File: src/rtl/timer_arbiter.sv
// Round-robin arbiter handing a single prescaled tick timer to one of NUM_REQ requesters.
// The owner holds the timer for its captured duration, gets a one-cycle done pulse, then releases it.
module timer_arbiter #(
  parameter int NUM_REQ        = 4,
  parameter int COUNT_WIDTH    = 8,
  parameter int PRESCALE       = 1000,
  parameter int PRESCALE_WIDTH = 10
) (
  input  logic                           clk,
  input  logic                           rst,
  input  logic [NUM_REQ-1:0]             req,
  input  logic [NUM_REQ*COUNT_WIDTH-1:0] dur,
  output logic [NUM_REQ-1:0]             grant,
  output logic                           busy,
  output logic [NUM_REQ-1:0]             done,
  output logic [COUNT_WIDTH-1:0]         count
);
  localparam int IW = $clog2(NUM_REQ);
  localparam logic [IW:0] NREQ = (IW+1)'(NUM_REQ);
  localparam logic [PRESCALE_WIDTH-1:0] PRE_MAX = PRESCALE_WIDTH'(PRESCALE - 1);

  typedef enum logic [1:0] {IDLE, RUN, DONE} state_t;

  state_t                    state_q, state_d;
  logic [IW-1:0]             owner_q, owner_d, last_q, last_d;
  logic [NUM_REQ-1:0]        grant_q, grant_d, done_q, done_d;
  logic [COUNT_WIDTH-1:0]    dur_q, dur_d, count_q, count_d, count_inc;
  logic [PRESCALE_WIDTH-1:0] pre_q, pre_d;
  logic                      win_vld, tick;
  logic [IW-1:0]             win_idx;

  // Scan starts one past the previous owner so every requester gets a turn.
  always_comb begin : rr_pick
    logic [IW:0] sum;
    sum     = '0;
    win_vld = 1'b0;
    win_idx = '0;
    for (int k = 1; k <= NUM_REQ; k++) begin
      sum = {1'b0, last_q} + (IW+1)'(k);
      if (sum >= NREQ) sum = sum - NREQ;
      if (!win_vld && req[sum[IW-1:0]]) begin
        win_vld = 1'b1;
        win_idx = sum[IW-1:0];
      end
    end
  end

  assign tick      = (state_q == RUN) && (pre_q == PRE_MAX);
  assign count_inc = count_q + COUNT_WIDTH'(1);

  always_comb begin
    state_d = state_q;
    owner_d = owner_q;
    last_d  = last_q;
    grant_d = grant_q;
    dur_d   = dur_q;
    count_d = count_q;
    pre_d   = pre_q;
    done_d  = '0;
    case (state_q)
      IDLE: begin
        grant_d = '0;
        count_d = '0;
        pre_d   = '0;
        if (win_vld) begin
          state_d = RUN;
          owner_d = win_idx;
          grant_d = NUM_REQ'(1) << win_idx;
          for (int i = 0; i < NUM_REQ; i++)
            if (win_idx == IW'(i)) dur_d = dur[i*COUNT_WIDTH +: COUNT_WIDTH];
        end
      end
      RUN: begin
        if (!req[owner_q]) begin
          // Abandoned by the owner: release silently, still advance the rotation.
          state_d = IDLE;
          grant_d = '0;
          count_d = '0;
          pre_d   = '0;
          last_d  = owner_q;
        end else if (dur_q == '0) begin
          state_d = DONE;
          done_d  = grant_q;
        end else begin
          pre_d = tick ? '0 : pre_q + PRESCALE_WIDTH'(1);
          if (tick) begin
            count_d = count_inc;
            if (count_inc == dur_q) begin
              state_d = DONE;
              done_d  = grant_q;
            end
          end
        end
      end
      DONE: begin
        state_d = IDLE;
        grant_d = '0;
        count_d = '0;
        pre_d   = '0;
        last_d  = owner_q;
      end
      default: state_d = IDLE;
    endcase
  end

  always_ff @(posedge clk) begin
    if (rst) begin
      state_q <= IDLE;
      owner_q <= '0;
      last_q  <= IW'(NUM_REQ - 1);
      grant_q <= '0;
      done_q  <= '0;
      dur_q   <= '0;
      count_q <= '0;
      pre_q   <= '0;
    end else begin
      state_q <= state_d;
      owner_q <= owner_d;
      last_q  <= last_d;
      grant_q <= grant_d;
      done_q  <= done_d;
      dur_q   <= dur_d;
      count_q <= count_d;
      pre_q   <= pre_d;
    end
  end

  assign grant = grant_q;
  assign done  = done_q;
  assign count = count_q;
  assign busy  = (state_q == RUN) || (state_q == DONE);

endmodule

File: config.mk
export PLATFORM = sky130hd
export DESIGN_NAME = timer_arbiter
export DESIGN_NICKNAME = d
export VERILOG_FILES = /design/src/rtl/timer_arbiter.sv
export SDC_FILE = /design/constraint.sdc
export NUM_CORES = 1
export LEC_CHECK = 0
export CAP_MARGIN = 20
export CORE_MARGIN = 2
export CORE_UTILIZATION = 60
export CTS_CLUSTER_DIAMETER = 100
export DETAILED_ROUTE_END_ITERATION = 10
export DONT_BUFFER_PORTS = 1
export HOLD_SLACK_MARGIN = 0.02
export PLACE_DENSITY = 0.73
export SYNTH_ARGS = -nofsm -noshare
export SYNTH_HDL_FRONTEND = slang
export SYNTH_SLANG_ARGS = --single-unit
File: constraint.sdc
create_clock -name clk -period 3 [get_ports clk]
set_input_delay 0.3 -clock clk [delete_from_list [all_inputs] [get_ports clk]]
set_output_delay 0.3 -clock clk [all_outputs]
set_load 0.02 [all_outputs]
==> results.tsv <==
stage	metric	value	unit
placed_design	placed insts	333	
cts	htree depth	2	
floorplanning	Horiz. Die Dim	67.36	microns
critical_path	Crit. End Element	flop	
final_layout	layout cells sized above 1	12.03	%
global_route	largest net degree at the start of global routing	32	
critical_path	CP arrival	2670	ps
detailed_routing	Post-route DRC	0	
final_layout	Layout area overhead	7.585	%
critical_path	Reg2Reg Launch Point	count[1]	
timing	Final Hold Fails	0	
critical_path	R2R Path End	state_q[0]	
power	Leakage	0.9738	nW
detailed_routing	initial detailed-routing violation count	210	
floorplanning	die span in y	67.36	microns
critical_path	Startpoint Class	flop	
synthesis	area leader, netlist	dfxtp_1	
worst_hold_path	hold path endpoint	pre_q[0]	
outcome	status	finished, final reports clean	
final_layout	final non-filler cell total	341	
power	Power Total	1.749	mW
critical_path	critical path type	flop to flop	
cts	Clk Latency, worst-skew pair	290	ps
cts	root buf cell	clkbuf_8	
synthesis	mapped cell area	2409	sq um
synthesis	Netlist cell types	48	
floorplanning	Initial Util	61.09	%
detailed_routing	detailed-route wire length	4867	microns
critical_path	r2r setup slk	560	ps
synthesis	area share of the largest cell type after synthesis	33.25	%
cts	Worst-path clk slew	80	ps
timing	final period utilization	81.23	%
cts	Max Buffers Root-to-Sink	2	
cts	post-CTS setup buffer count	0	
floorplanning	row count	23	
critical_path	WP data required	3230	ps
power	VDD IR-drop max	0.3952	mV
final_layout	Sequential Area	800.8	sq um
final_layout	post-route cell area	2591	sq um
detailed_routing	vias after detailed routing	2053	
timing	Relative slew margins	50.50	%
worst_hold_path	worst hold path type	input pin to flop	
placed_design	RePlAce Congestion	0.8759	
timing	clock skew	5.752	ps
cts	number of CTS-inserted buffers	5	
floorplanning	Ports	55	
cts	post_cts resized	0	
final_layout	Nets	335	
detailed_routing	DRT Pass-1 Iters	4	
timing	fin crit period	2437	ps
synthesis	EDFF count, synth	0	
detailed_routing	post-DR vias/cell	6.021	
placed_design	DP HPWL	3479	microns
global_route	GR Overflow Total	0	
worst_hold_path	hold path start	rst	
synthesis	Top FF cell, synth	dfxtp_1	
cts	CTS tree	yes	
timing	Final setup viols	0	
synthesis	Ys Warns	0	
run	max_cap viols	0	
global_route	first-pass GRT wire length	8093	microns
synthesis	post-synthesis register bit count	40	
floorplanning	full die area	4537	sq um
critical_path	Max Fanout on Critical Path	6	
detailed_routing	Post-DRT Antenna Nets	0	
power	Pwr Density	674.8	nW/um^2
placed_design	area post-placement	2465	sq um
timing	Slew Viols, Final	0	
synthesis	syn_nets	334	
synthesis	ys async rst share	0	%
synthesis	top post-synthesis cells by area	dfxtp_1, nand2_1, mux2i_1	
synthesis	Syn Area/Cell	8.334	sq um
cts	hold_buf cts	0	
timing	setup_tns	0	ps
detailed_routing	routed length per instance	14.27	microns
critical_path	Reg2Reg Depth	7	
final_layout	multi-input logic area	1553	sq um
final_layout	Inserted Diodes	0	
final_layout	filler cell count in the final layout	325	
timing	Fmax	0.4103	GHz
global_route	initial antenna violation count	0	
synthesis	Seq/Total Area, Yosys	33.25	%
worst_hold_path	hold path depth	1	
synthesis	Syn Inst Count	289	
timing	RSZ-0062 raised after global routing	no	
global_route	total track usage	23.55	%
cts	clk sinks	40	
timing	Slew @ Worst Pin	735.7	ps
global_route	vias in the first global route	1814	
floorplanning	core box area	3943	sq um
placed_design	PortBufs	0	
==> kinds of logic (layout without fill, tap and decap cells) <==
logic type | Yosys count | count (layout) | synth area share, %
muxes | 22 | 22 | 10.08
and+or+nand+nor | 131 | 131 | 28.26
AOI/OAI and AO/OA | 57 | 57 | 15.74
adders and majority gates | 7 | 7 | 3.636
DFF | 40 | 40 | 33.25
buffers and inverters | 14 | 16 | 2.494
xor gates and xnor gates | 18 | 18 | 6.545
==> through the flow <==
stage | hold WS [ps] | util [%] | worst slack, ps
4_1_cts | 59.28 | 65.73 | 570.8
6_report | 67.38 | 65.73 | 563.0
3_5_place_dp | 375.4 | 62.52 | 583.8
2_1_floorplan | 454.7 | - | 740.2
3_3_place_gp | 375.2 | 62.52 | 662.0
5_1_grt | 51.71 | 65.73 | 390.2
==> sequential cells by signal (all words and copies together) (netlist names) <==
name,flops
last_q,2
owner_q,2
count,8
pre_q,10
grant,4
dur_q,8
done,4
state_q,2
==> cell usage in the layout (no fill, tap or decap), types with 6 or more instances in the layout <==
cell type,netlist,routed
nor2_1,33,33
nor3_1,6,6
xnor2_1,7,7
ha_1,7,7
nand4_1,10,10
mux2i_1,13,13
o211ai_1,9,9
xor2_1,11,11
a21oi_1,22,22
and2_1,6,6
dfxtp_1,40,40
nand3_1,7,7
clkbuf_8,0,7
nand2_1,35,35
mux2_2,8,8
o21ai_0,9,9
==> final cells by class <==
class / count / share of cell area [%]
Clock buffer: 7 / 3.718
Inverter: 3 / 0.4346
Clock inverter: 1 / 1.159
Timing Repair Buffer: 5 / 1.449
Tap cell: 50 / 2.414
Multi-Input combinational cell: 235 / 59.92
Sequential cell: 40 / 30.90
==> power breakdown <==
group	leakage [nW]	internal [mW]	switching (mW)
Clock	0.0645	0.294	0.187
Combinational	0.584	0.248	0.341
Sequential	0.326	0.595	0.0837
Total	0.974	1.14	0.612
==> metal layers <==
metal  global-route usage (%)  routed length (microns)  vias up
met3                    6.667                      303        6
li1                         -                        -     1037
met2                    36.63                     2264       64
met5                        0                        0        -
met4                    8.929                       72        0
met1                    30.96                     2226      946
==> critical path: stages, from the launching register on <==
cell	delay (ps)
dfxtp_1	550
ha_1	360
nand2_1	130
or3_4	410
a2111oi_4	350
nand4_2	180
or3_1	330
nand3_1	80
==> Yosys cell counts, types with 2 or more instances <==
master,n
nand3_1,7
mux2_2,8
nor2b_1,3
nor3_1,6
inv_1,3
and2_1,6
nor4_1,4
ha_1,7
a21o_1,3
o211ai_1,9
mux2i_1,13
a22oi_1,4
o21ai_0,9
nand2_2,2
nand2_1,35
nor2_1,33
and3_1,5
a31oi_1,2
o21bai_1,2
clkbuf_1,7
nand4_1,10
nand2b_1,4
buf_2,3
nand3b_1,4
xnor2_1,7
a21oi_1,22
dfxtp_1,40
xor2_1,11
==> worst max-delay path by stage <==
stage / to / start / slack (ps) / cells after the start
2_1_floorplan: state_q[0] / count[0] / 740 / 7
3_3_place_gp: state_q[0] / count[1] / 660 / 7
3_5_place_dp: state_q[0] / count[1] / 580 / 7
4_1_cts: state_q[0] / count[1] / 570 / 7
5_1_grt: done[1] / count[1] / 390 / 7
6_report: state_q[0] / count[1] / 560 / 7
(Power assumes the default switching activity.)
